`src/rtl/cpu_pkg.sv`:
```
// Shared core definitions: sequencer state encoding, register-zero and SRAM owner constants.
package cpu_pkg;

  typedef enum logic [1:0] {
    RUN      = 2'd0,
    MEMWAIT  = 2'd1,
    EXCFLUSH = 2'd2
  } hz_state_e;

  localparam logic [3:0] REG_ZERO = 4'd0;
  localparam logic       OWN_IF   = 1'b0;
  localparam logic       OWN_MEM  = 1'b1;

endpackage

```
`src/rtl/hazard_detect.sv`:
```
// Combinational load-use compare between the ID sources and the EX load destination.
module hazard_detect
  import cpu_pkg::*;
(
  input  logic       ex_memread_i,
  input  logic [3:0] ex_regdst_i,
  input  logic [3:0] id_regsrc1_i,
  input  logic [3:0] id_regsrc2_i,
  input  logic       id_use1_i,
  input  logic       id_use2_i,
  output logic       hazard_o
);

  logic hit1, hit2;

  assign hit1     = id_use1_i && (id_regsrc1_i == ex_regdst_i);
  assign hit2     = id_use2_i && (id_regsrc2_i == ex_regdst_i);
  // r0 is hardwired, so a load targeting it can never feed a consumer
  assign hazard_o = ex_memread_i && (ex_regdst_i != REG_ZERO) && (hit1 || hit2);

endmodule

```
`src/rtl/hazard_ctrl.sv`:
```
// Pipeline sequencer: load-use stalls, branch/exception flushes, shared SRAM arbitration.
// Optional HAZARD_PERF_EN adds saturating stall/flush cycle counters.
module hazard_ctrl
  import cpu_pkg::*;
#(
  parameter int MEM_WAIT      = 2,
  parameter int EXC_FLUSH_CYC = 2
) (
  input  logic       CLK,
  input  logic       RST,
  input  logic [3:0] id_regsrc1_i,
  input  logic [3:0] id_regsrc2_i,
  input  logic       id_use1_i,
  input  logic       id_use2_i,
  input  logic       ex_memread_i,
  input  logic [3:0] ex_regdst_i,
  input  logic       mem_req_i,
  input  logic       branch_taken_i,
  input  logic       exception_i,
  output logic       stall_pc_o,
  output logic       stall_if_id_o,
  output logic       flush_if_id_o,
  output logic       flush_id_o,
  output logic       stall_mem_o,
  output logic       sram_owner_o,
  output logic [1:0] state_o
`ifdef HAZARD_PERF_EN
  ,
  output logic [15:0] perf_stall_o,
  output logic [15:0] perf_flush_o
`endif
);

  localparam logic [3:0] MW_LOAD  = 4'(MEM_WAIT - 1);
  localparam logic [3:0] EXC_LOAD = 4'(EXC_FLUSH_CYC - 1);

  hz_state_e  state_q, state_d;
  logic [3:0] cnt_q, cnt_d;
  logic       pend_q, pend_d;
  logic       hazard;
  logic       stall_pc, stall_if_id, flush_if_id, flush_id, stall_mem, owner;

  hazard_detect u_detect (
    .ex_memread_i (ex_memread_i),
    .ex_regdst_i  (ex_regdst_i),
    .id_regsrc1_i (id_regsrc1_i),
    .id_regsrc2_i (id_regsrc2_i),
    .id_use1_i    (id_use1_i),
    .id_use2_i    (id_use2_i),
    .hazard_o     (hazard)
  );

  always_comb begin
    state_d     = state_q;
    cnt_d       = cnt_q;
    pend_d      = pend_q;
    stall_pc    = 1'b0;
    stall_if_id = 1'b0;
    flush_if_id = 1'b0;
    flush_id    = 1'b0;
    stall_mem   = 1'b0;
    owner       = OWN_IF;
    case (state_q)
      RUN: begin
        if (exception_i || pend_q) begin
          flush_if_id = 1'b1;
          flush_id    = 1'b1;
          pend_d      = 1'b0;
          if (EXC_FLUSH_CYC > 1) begin
            state_d = EXCFLUSH;
            cnt_d   = EXC_LOAD;
          end
        end else if (mem_req_i) begin
          owner       = OWN_MEM;
          stall_pc    = 1'b1;
          stall_if_id = 1'b1;
          // a one-cycle access completes inside this grant
          if (MEM_WAIT > 1) begin
            state_d = MEMWAIT;
            cnt_d   = MW_LOAD;
          end
        end else if (hazard) begin
          stall_pc    = 1'b1;
          stall_if_id = 1'b1;
          flush_id    = 1'b1;
        end else if (branch_taken_i) begin
          flush_if_id = 1'b1;
        end
      end
      MEMWAIT: begin
        owner       = OWN_MEM;
        stall_pc    = 1'b1;
        stall_if_id = 1'b1;
        stall_mem   = 1'b1;
        cnt_d       = cnt_q - 4'd1;
        // the access is never aborted; the exception waits for RUN
        if (exception_i) pend_d = 1'b1;
        if (cnt_d == 4'd0) state_d = RUN;
      end
      EXCFLUSH: begin
        flush_if_id = 1'b1;
        flush_id    = 1'b1;
        cnt_d       = cnt_q - 4'd1;
        if (cnt_d == 4'd0) state_d = RUN;
      end
      default: state_d = RUN;
    endcase
  end

  always_ff @(posedge CLK or negedge RST) begin
    if (!RST) begin
      state_q <= RUN;
      cnt_q   <= 4'd0;
      pend_q  <= 1'b0;
    end else begin
      state_q <= state_d;
      cnt_q   <= cnt_d;
      pend_q  <= pend_d;
    end
  end

  // Mealy outputs are forced low while reset is held
  assign stall_pc_o    = RST & stall_pc;
  assign stall_if_id_o = RST & stall_if_id;
  assign flush_if_id_o = RST & flush_if_id;
  assign flush_id_o    = RST & flush_id;
  assign stall_mem_o   = RST & stall_mem;
  assign sram_owner_o  = RST & owner;
  assign state_o       = state_q;

  always_ff @(posedge CLK) begin
    if (RST) assert (MEM_WAIT >= 1 && MEM_WAIT <= 15 && EXC_FLUSH_CYC >= 1 && EXC_FLUSH_CYC <= 15);
  end

`ifdef HAZARD_PERF_EN
  logic [15:0] perf_stall_q, perf_stall_d;
  logic [15:0] perf_flush_q, perf_flush_d;

  always_comb begin
    perf_stall_d = perf_stall_q;
    perf_flush_d = perf_flush_q;
    if (stall_pc_o && perf_stall_q != 16'hFFFF) perf_stall_d = perf_stall_q + 16'd1;
    if (flush_id_o && perf_flush_q != 16'hFFFF) perf_flush_d = perf_flush_q + 16'd1;
  end

  always_ff @(posedge CLK or negedge RST) begin
    if (!RST) begin
      perf_stall_q <= 16'd0;
      perf_flush_q <= 16'd0;
    end else begin
      perf_stall_q <= perf_stall_d;
      perf_flush_q <= perf_flush_d;
    end
  end

  assign perf_stall_o = perf_stall_q;
  assign perf_flush_o = perf_flush_q;
`endif

endmodule

```
`config.mk`:
```
export PLATFORM = sky130hd
export DESIGN_NAME = hazard_ctrl
export DESIGN_NICKNAME = d
export VERILOG_FILES = /design/src/rtl/cpu_pkg.sv /design/src/rtl/hazard_detect.sv /design/src/rtl/hazard_ctrl.sv
export SDC_FILE = /design/constraint.sdc
export NUM_CORES = 1
export LEC_CHECK = 0
export ABC_AREA = 1
export BUFFER_PORTS_ARGS = -buffer_cell sky130_fd_sc_hd__buf_4
export CORE_UTILIZATION = 43
export CTS_CLUSTER_DIAMETER = 120
export DETAILED_ROUTE_END_ITERATION = 8
export GPL_TIMING_DRIVEN = 0
export HOLD_SLACK_MARGIN = 0.08
export PLACE_DENSITY = 0.85
export RECOVER_POWER = 50
export SYNTH_ARGS = -nofsm -noshare
export SYNTH_HDL_FRONTEND = slang
export SYNTH_SLANG_ARGS = --single-unit
```
`constraint.sdc`:
```
create_clock -name CLK -period 2 [get_ports CLK]
set_input_delay 0.2 -clock CLK [delete_from_list [all_inputs] [get_ports CLK]]
set_output_delay 0.2 -clock CLK [all_outputs]
set_load 0.01 [all_outputs]
```
# == Word level (Yosys, flattened, before mapping) ==
# Index checks and enable logic that the tools add are counted.
# classes
add_sub_neg,1
n_bitwise,5
eq_ne,8
reduce_logical,15
muxes,26
# ops
cell,count
two-way mux 1 bit,14
case mux 1 bit (2 select lines),5
== test 4 bit,2
two-way mux 4 bit,2
case mux 4 bit (2 select lines),1
two-way mux 2 bit,3
bitwise AND 1 bit,5
logical AND 1 bit,4
zero test 4 bit,1
"inequality test 2 bit, second input constant",2
case mux 2 bit (2 select lines),1
AND reduction 2 bit,2
nonzero test 2 bit,2
nonzero test 4 bit,1
"subtractor 4 x 1 -> 4 bit, second input constant",1
"inequality test 3 bit, second input constant",1
AND reduction 3 bit,1
"== test 2 x 1 -> 1 bit, second input constant",1
"== test 2 bit, second input constant",1
zero test 2 bit,1
logical OR 1 bit,2
"inequality test 2 x 1 -> 1 bit, second input constant",1
OR reduction 2 bit,1
# word_totals
input_bits,20
regBits,7

# == Longest topological paths before layout ==
# Gate-level depths: netlist (run 1).
# depth
ltp_word,9
depth_mapped,11

# == Cells and area by module ==
# Synthesis (run 1) repeated with hierarchy kept, for this count alone.
# unflattened
hier_cells,108
hier_area_um2,679.4
# modules_own_cells
module,cells_per_inst,n_inst,seq_area_each_um2,area_per_inst_um2
hazard_ctrl,71,1,175.2,514.2
hazard_detect,37,1,0.0,165.2

# == Worst setup path before layout (run 1) ==
# Ideal clock, no wire load.
# synth_timing
path_kind,flip-flop to output port
from,"register state_q[0], in the netlist state_o[0]"
to,output stall_pc_o
arrival_ns,1.359
stages_incl_launch_ff,10
n_path_buf,1
path_slack_ns,0.441
required_ns,1.800
path_cell_list,dfrtp_1 inv_1 ha_1 inv_1 nor2_2 inv_1 nor2_1 nand2_1 nand2_1 buf_4
# synth_via
elab_chain_cells,3
word_cells_on_any_way,4
cone_classes,eq/ne: 1; mux: 1; bitwise: 1; reduce/logical: 1
# synth_lines
element,line,rtl
"start, declared",hazard_ctrl.sv:37,"hz_state_e state_q, state_d;"
"start signal, assigned",hazard_ctrl.sv:116,state_q <= state_d;
== test 2 x 1 -> 1 bit or zero test 2 bit (tied branches),n/a,
case mux 1 bit (2 select lines) *,n/a,
bitwise AND 1 bit *,n/a,
"end, declared",hazard_ctrl.sv:20,"output logic stall_pc_o,"
# Every way passes the cells marked *; elsewhere a longest branch is shown, timed or not.

# == Worst setup path in the final report (run 1) ==
# layout_timing
from,"register state_q[0], in the netlist state_o[0]"
to,output stall_pc_o
# layout_via
elab_chain_cells,3
word_cells_on_any_way,4
cone_classes,eq/ne: 1; mux: 1; bitwise: 1; reduce/logical: 1
# layout_lines
element,line,rtl
== test 2 x 1 -> 1 bit or zero test 2 bit (tied branches),hazard_ctrl.sv:63,case (state_q)
case mux 1 bit (2 select lines) *,hazard_ctrl.sv:63,
bitwise AND 1 bit *,hazard_ctrl.sv:123,assign stall_pc_o = RST & stall_pc;
# Marks and branches as above.

==> results of run 1 <==
[logic make-up (layout without fill, tap and decap cells)]
family	count (synthesis)	in the layout	share of synthesized area, %
compound gates	11	11	11.3
xor+xnor	4	4	6.38
fa+ha+maj	5	5	9.38
buf+inv	21	54	12.4
flops	7	7	26.3
simple gates	51	51	34.3
[where the power goes]
part	switching, mW	internal [mW]	leakage, nW
combinational	0.373	0.290	0.431
sequential	0.0415	0.205	0.0897
clock	0.0493	0.0759	0.0150
[through the flow]
stage | setup WS [ps] | utilization, % | instance area [um^2] | total power, mW
2_1_floorplan | 441 | - | 667 | 0.712
3_3_place_gp | 379 | 65.0 | 888 | 0.883
6_report | 146 | 67.9 | 927 | 1.03
3_5_place_dp | 360 | 65.0 | 888 | 0.909
5_1_grt | 17.5 | 67.9 | 927 | 1.14
4_1_cts | 83.4 | 67.7 | 925 | 1.04
[cells in the mapped netlist, drive strengths merged]
cell / count
buf: 1
o22ai: 2
nor3: 1
a22o: 1
a21oi: 2
dfrtp: 7
nor2: 10
xnor2: 3
inv: 20
ha: 5
o21ai: 5
nand3: 7
xor2: 1
nand2: 33
a21boi: 1
[repair_timing]
| item | in CTS | in global routing |
|---|---|---|
| gates resized for setup | 0 | 2 |
| hold buffers | 1 | 0 |
| buffers inserted | 0 | 1 |
| endpoints found under the hold margin | 7 | 0 |
| endpoints found under the setup margin | 0 | 1 |
[worst paths after layout]
path                        startpoint         end  slack (ps)
setup / recovery            state_o[0]  stall_pc_o         150
hold / removal             exception_i      pend_q         290
setup reg to reg              cnt_q[0]  state_o[0]         600
hold reg to reg                 pend_q      pend_q         510
max in group asynchronous          RST    cnt_q[3]        1550
min in group asynchronous          RST    cnt_q[1]         310
[flip-flops by register name, indices dropped and copies added (netlist names)]
register,cells
cnt_q,4
pend_q,1
state_o,2
[metal layers]
layer | wire (um) | vias up | share of wire, % | global-route usage (%)
met5 | 0 | - | 0 | 0
met4 | 0 | 0 | 0 | 1.61
met3 | 103 | 0 | 7.2 | 7.98
met2 | 655 | 17 | 46 | 32.4
met1 | 667 | 296 | 47 | 27.9
li1 | - | 368 | - | -
[final cells by class]
type                            instances  area (um^2)  share of cell area (%)
Sequential cell                         7          175                    18.9
Buffer                                  1         7.51                   0.810
Multi-Input combinational cell         71          412                    44.4
Tap cell                               15         18.8                    2.02
Inverter                               20         75.1                    8.10
Timing Repair Buffer                   29          213                    22.9
Clock buffer                            4         26.3                    2.83
[cell usage in the layout (no fill, tap or decap), types with 2 or more instances in the layout]
master    netlist  final
o22ai_1         2      2
clkbuf_1        0      3
nand2_2         4      3
xnor2_1         3      3
o21ai_0         3      3
ha_1            5      4
nand2_1        29     30
clkbuf_4        0      3
inv_1          16     16
buf_4           1     27
nor2_2          3      4
dfrtp_1         7      7
nand3_2         2      2
inv_2           4      4
o21ai_2         2      2
nand3_1         5      5
nor2_1          7      6
[critical path, stage by stage (launching register included)]
cell     delay (ps)
dfrtp_1         400
inv_1           100
ha_2            210
inv_1            70
nor2_2          110
inv_1            80
nor2_2          100
nand2_1          60
nand2_1          70
buf_4           110
buf_4           100
==> impl_metrics.ini, run 1 <==
[clock_tree]
path_clk_slew_ps = 50
htreeDepth = 1
worstSkewPairLatency_ps = 250
numCtsBuffers = 3
clockBufferDepth = 2
clock-root-buffer = clkbuf_4
cts_tree = done
cts_sinks = 7

[min_path]
hold_depth = 4
worstHoldPathType = primary input to flip-flop

[die]
fp.dieW_um = 41.4
start_util_pct = 48.8
ioPinCount = 28
core-area_mm2 = 0.00137
die_h_um = 41.4
dieArea_mm2 = 0.00171
row_count = 13

[drt]
wl_per_cell_um = 9.71
vias = 681
drt.antenna.violating_nets = 0
drt_wl_total_um = 1430
viasPerCell = 4.63
drt_iter0_drc = 8
first_pass_iters = 4
drc = 0

[final_layout]
syn_to_final_growth_pct = 39.0
drive_gt1_share_pct = 36.4
stdcell_count = 147
num_antenna_cells = 0
fillers = 126
nets = 158

[place]
io_buffers = 27
dp.cells = 141
gp_congestion = 0.806
hpwl_um = 1190

[status]
status = finished, final reports clean

[pwr]
ir_worst_vdd_mv = 0.876
cellLeakagePower_nw = 0.536
power.density_mw_per_mm2 = 1120

[critical_path]
cp_data_arrival_time_ps = 1650
worstSetupPathType = flip-flop to output port
worst_r2r_path_depth = 8
cp_max_fo = 4
critPathRequiredTime_ps = 1800
crit_path_start_kind = flip-flop
worst_setup_path_end_kind = output port

[timing]
hold_violations = 0
finalClockSkew_ps = 3.81
finalSetupViolations = 0
slew_headroom_pct = 79.8
fin_tns_setup_ps = 0
rsz0062_at_grt = no
slew_viol_final = 0
min_period_ps = 1850
fmax_mhz = 539
period_share_pct = 92.7
holdWs_ps = 293
tightest_slew_ps = 300

[flow_run]
maxCapViolations = 0

[synth]
ys_ff_latch = 7
ys_top_cells_by_area = dfrtp_1 (26%), nand2_1 (16%), ha_1 (9.4%)
synth_area_leader_cell = dfrtp_1
synth_top_area_share_pct = 26.3
postSynthCellCount = 99
synth.cell_area_um2 = 667
synth.distinct_cells = 21
ys_seq_area_share_pct = 26.3
syn-mean-instance-area_um2 = 6.74
yosysWarningCount = 0
synth_nets = 124

[grt]
grt_first_pass_wirelength_um = 2330
grt-ovfl-total = 0
antenna_found_initial = 0
grt_max_degree = 11
grt_pass1_vias = 580
grt_usage_pct = 20.6
(Power assumes the default switching activity.)
==> inputs of run 2 (changes only) <==
Settings changed: ABC_CLOCK_PERIOD_IN_PS set to 2000, CORE_UTILIZATION 43 to 35, PLACE_DENSITY 0.85 to 0.74.
==> run 2 against run 1 <==
  * Combinational power rose by 2%
  * Routed wire length fell by 1.3%
  * Power rose by 2.3%
  * Largest cell class unchanged
  * Critical path type unchanged
  * First-iteration DRC count rose by 25%
==> impl_metrics.ini, run 2 (synthesis gave the netlist of run 1 again) <==
[critical_path]
crit_path_start_kind = flip-flop
cp_max_fo = 4
worst_setup_path_end_kind = output port
cp_data_arrival_time_ps = 1630
worstPathCellList = inv_2, ha_4, inv_1, nor2_2, inv_1, nor2_2, nand2_1, nand2_1, buf_4, buf_4
critPathMaxStageDelay_ps = 420
critPathRequiredTime_ps = 1800
rrSetupSlack_ps = 620
worstSetupPathType = flip-flop to output port
worst_r2r_path_depth = 8
crit_slowest_cell = dfrtp_1

[pwr]
ir_worst_vdd_mv = 0.647
cellLeakagePower_nw = 0.532
p_seq_share_pct = 24.4
power.density_mw_per_mm2 = 1120
sw_frac_of_total_pct = 45.2
p_sw_mw = 0.479
internal_power_mw = 0.580
p_clk_share_pct = 11.7
p_comb_share_pct = 63.9

[final_layout]
syn_to_final_growth_pct = 41.3
fillers = 186
multi_input_comb_area_um2 = 422
largest_reg_flops = 4
final_area_um2 = 942
final_cell_mix = nand2_1 (30), buf_4 (26), inv_1 (14)
drive_gt1_share_pct = 37.4
num_antenna_cells = 0
nets = 157
regMostFlops = cnt_q
regArea_um2 = 175
final_common_cell = nand2_1

[timing]
hold_violations = 0
fmax_mhz = 547
finalClockSkew_ps = 4.97
period_share_pct = 91.3
tightest_slew_ps = 263
finalSetupViolations = 0
min_period_ps = 1830
fin_tns_setup_ps = 0
slew_headroom_pct = 82.3
slew_viol_final = 0
rsz0062_at_grt = no

[drt]
first_pass_iters = 4
wl_per_cell_um = 9.03
vias = 688
drc = 0
viasPerCell = 4.41
drt_wl_total_um = 1410
drt.antenna.violating_nets = 0
drt_iter0_drc = 10

[place]
gp_congestion = 0.766
hpwl_um = 1220
io_buffers = 27
dpl_cell_area_um2 = 901

[clock_tree]
worstSkewPairLatency_ps = 250
clockBufferDepth = 2
path_clk_slew_ps = 50
numCtsBuffers = 3
cts_setup_buffers = 0
cts_sinks = 7
clock-root-buffer = clkbuf_4
cts_tree = done
htreeDepth = 1

[die]
die_h_um = 45.7
fp.dieW_um = 45.7
row_count = 15
start_util_pct = 37.8
dieArea_mm2 = 0.00208
ioPinCount = 28
core-area_mm2 = 0.00176

[grt]
grt_pass1_vias = 634
grt_max_degree = 11
grt_first_pass_wirelength_um = 2460
grt_usage_pct = 16.6
grt-ovfl-total = 0
antenna_found_initial = 0

[min_path]
worstHoldPathType = primary input to asynchronous set/reset pin

[status]
status = finished, final reports clean

[flow_run]
maxCapViolations = 0
run 2: cell types whose count changed in the layout (fill, tap and decap cells not counted):
| cell | change |
|---|---|
| ha_4 | +1 |
| inv_1 | -2 |
| inv_2 | +2 |
| ha_2 | -1 |
| buf_4 | -1 |
run 2: final timing paths:
| check | from | endpoint |
|---|---|---|
| max | state_o[0] | stall_pc_o |
| min | RST | cnt_q[2] |
| max reg2reg | cnt_q[0] | state_o[0] |
| min reg2reg | pend_q | pend_q |
| max in group asynchronous | RST | cnt_q[1] |
| min in group CLK | exception_i | pend_q |
run 2: metal layers:
metal  part of all wire [%]  track usage (%)  vias up
met1                     44             18.0      299
met5                      0                0        -
li1                       -                -      368
met2                     50             28.6       19
met3                    5.8             7.94        2
met4                   0.50             4.24        0
run 2: final cells by class:
| cell class | instances | area share (%) |
|---|---|---|
| Tap cell | 25 | 3.32 |
| Clock buffer | 4 | 2.79 |
| Buffer | 1 | 0.797 |
| Inverter | 20 | 7.97 |
| Multi-Input combinational cell | 71 | 44.8 |
| Sequential cell | 7 | 18.6 |
| Timing Repair Buffer | 28 | 21.8 |
run 2: per-stage QoR:
step / util, % / hold WS [ps] / setup slack (ps) / power [mW] / cells
2_1_floorplan: - / -95.6 / 441 / 0.712 / 99
3_3_place_gp: 51.1 / 27.9 / 354 / 0.886 / 151
3_5_place_dp: 51.1 / 28.7 / 323 / 0.918 / 151
4_1_cts: 53.1 / 287 / 31.1 / 1.05 / 156
5_1_grt: 53.4 / 299 / 5.23 / 1.17 / 156
6_report: 53.4 / 295 / 173 / 1.06 / 156
run 2: repair_timing:
item / CTS / global route
hold buffers: 1 / 0
gates resized for setup: 0 / 5
endpoints found under the setup margin: 0 / 3
endpoints found under the hold margin: 7 / 0
run 2: power groups by stage:
stage	Combinational (mW)	Sequential, mW	Clock, mW
3_5_place_dp	0.660	0.257	0
2_1_floorplan	0.457	0.255	0
5_1_grt	0.763	0.264	0.143
3_3_place_gp	0.631	0.255	0
6_report	0.676	0.258	0.124
4_1_cts	0.665	0.256	0.131
run 2: worst max-delay path, delay by kind of cell (launching register included):
kind / cells / cell delay, ps
and+or+nand+nor: 4 / 350
adders and majority gates: 1 / 150
buffers and inverters: 5 / 440
DFF: 1 / 420
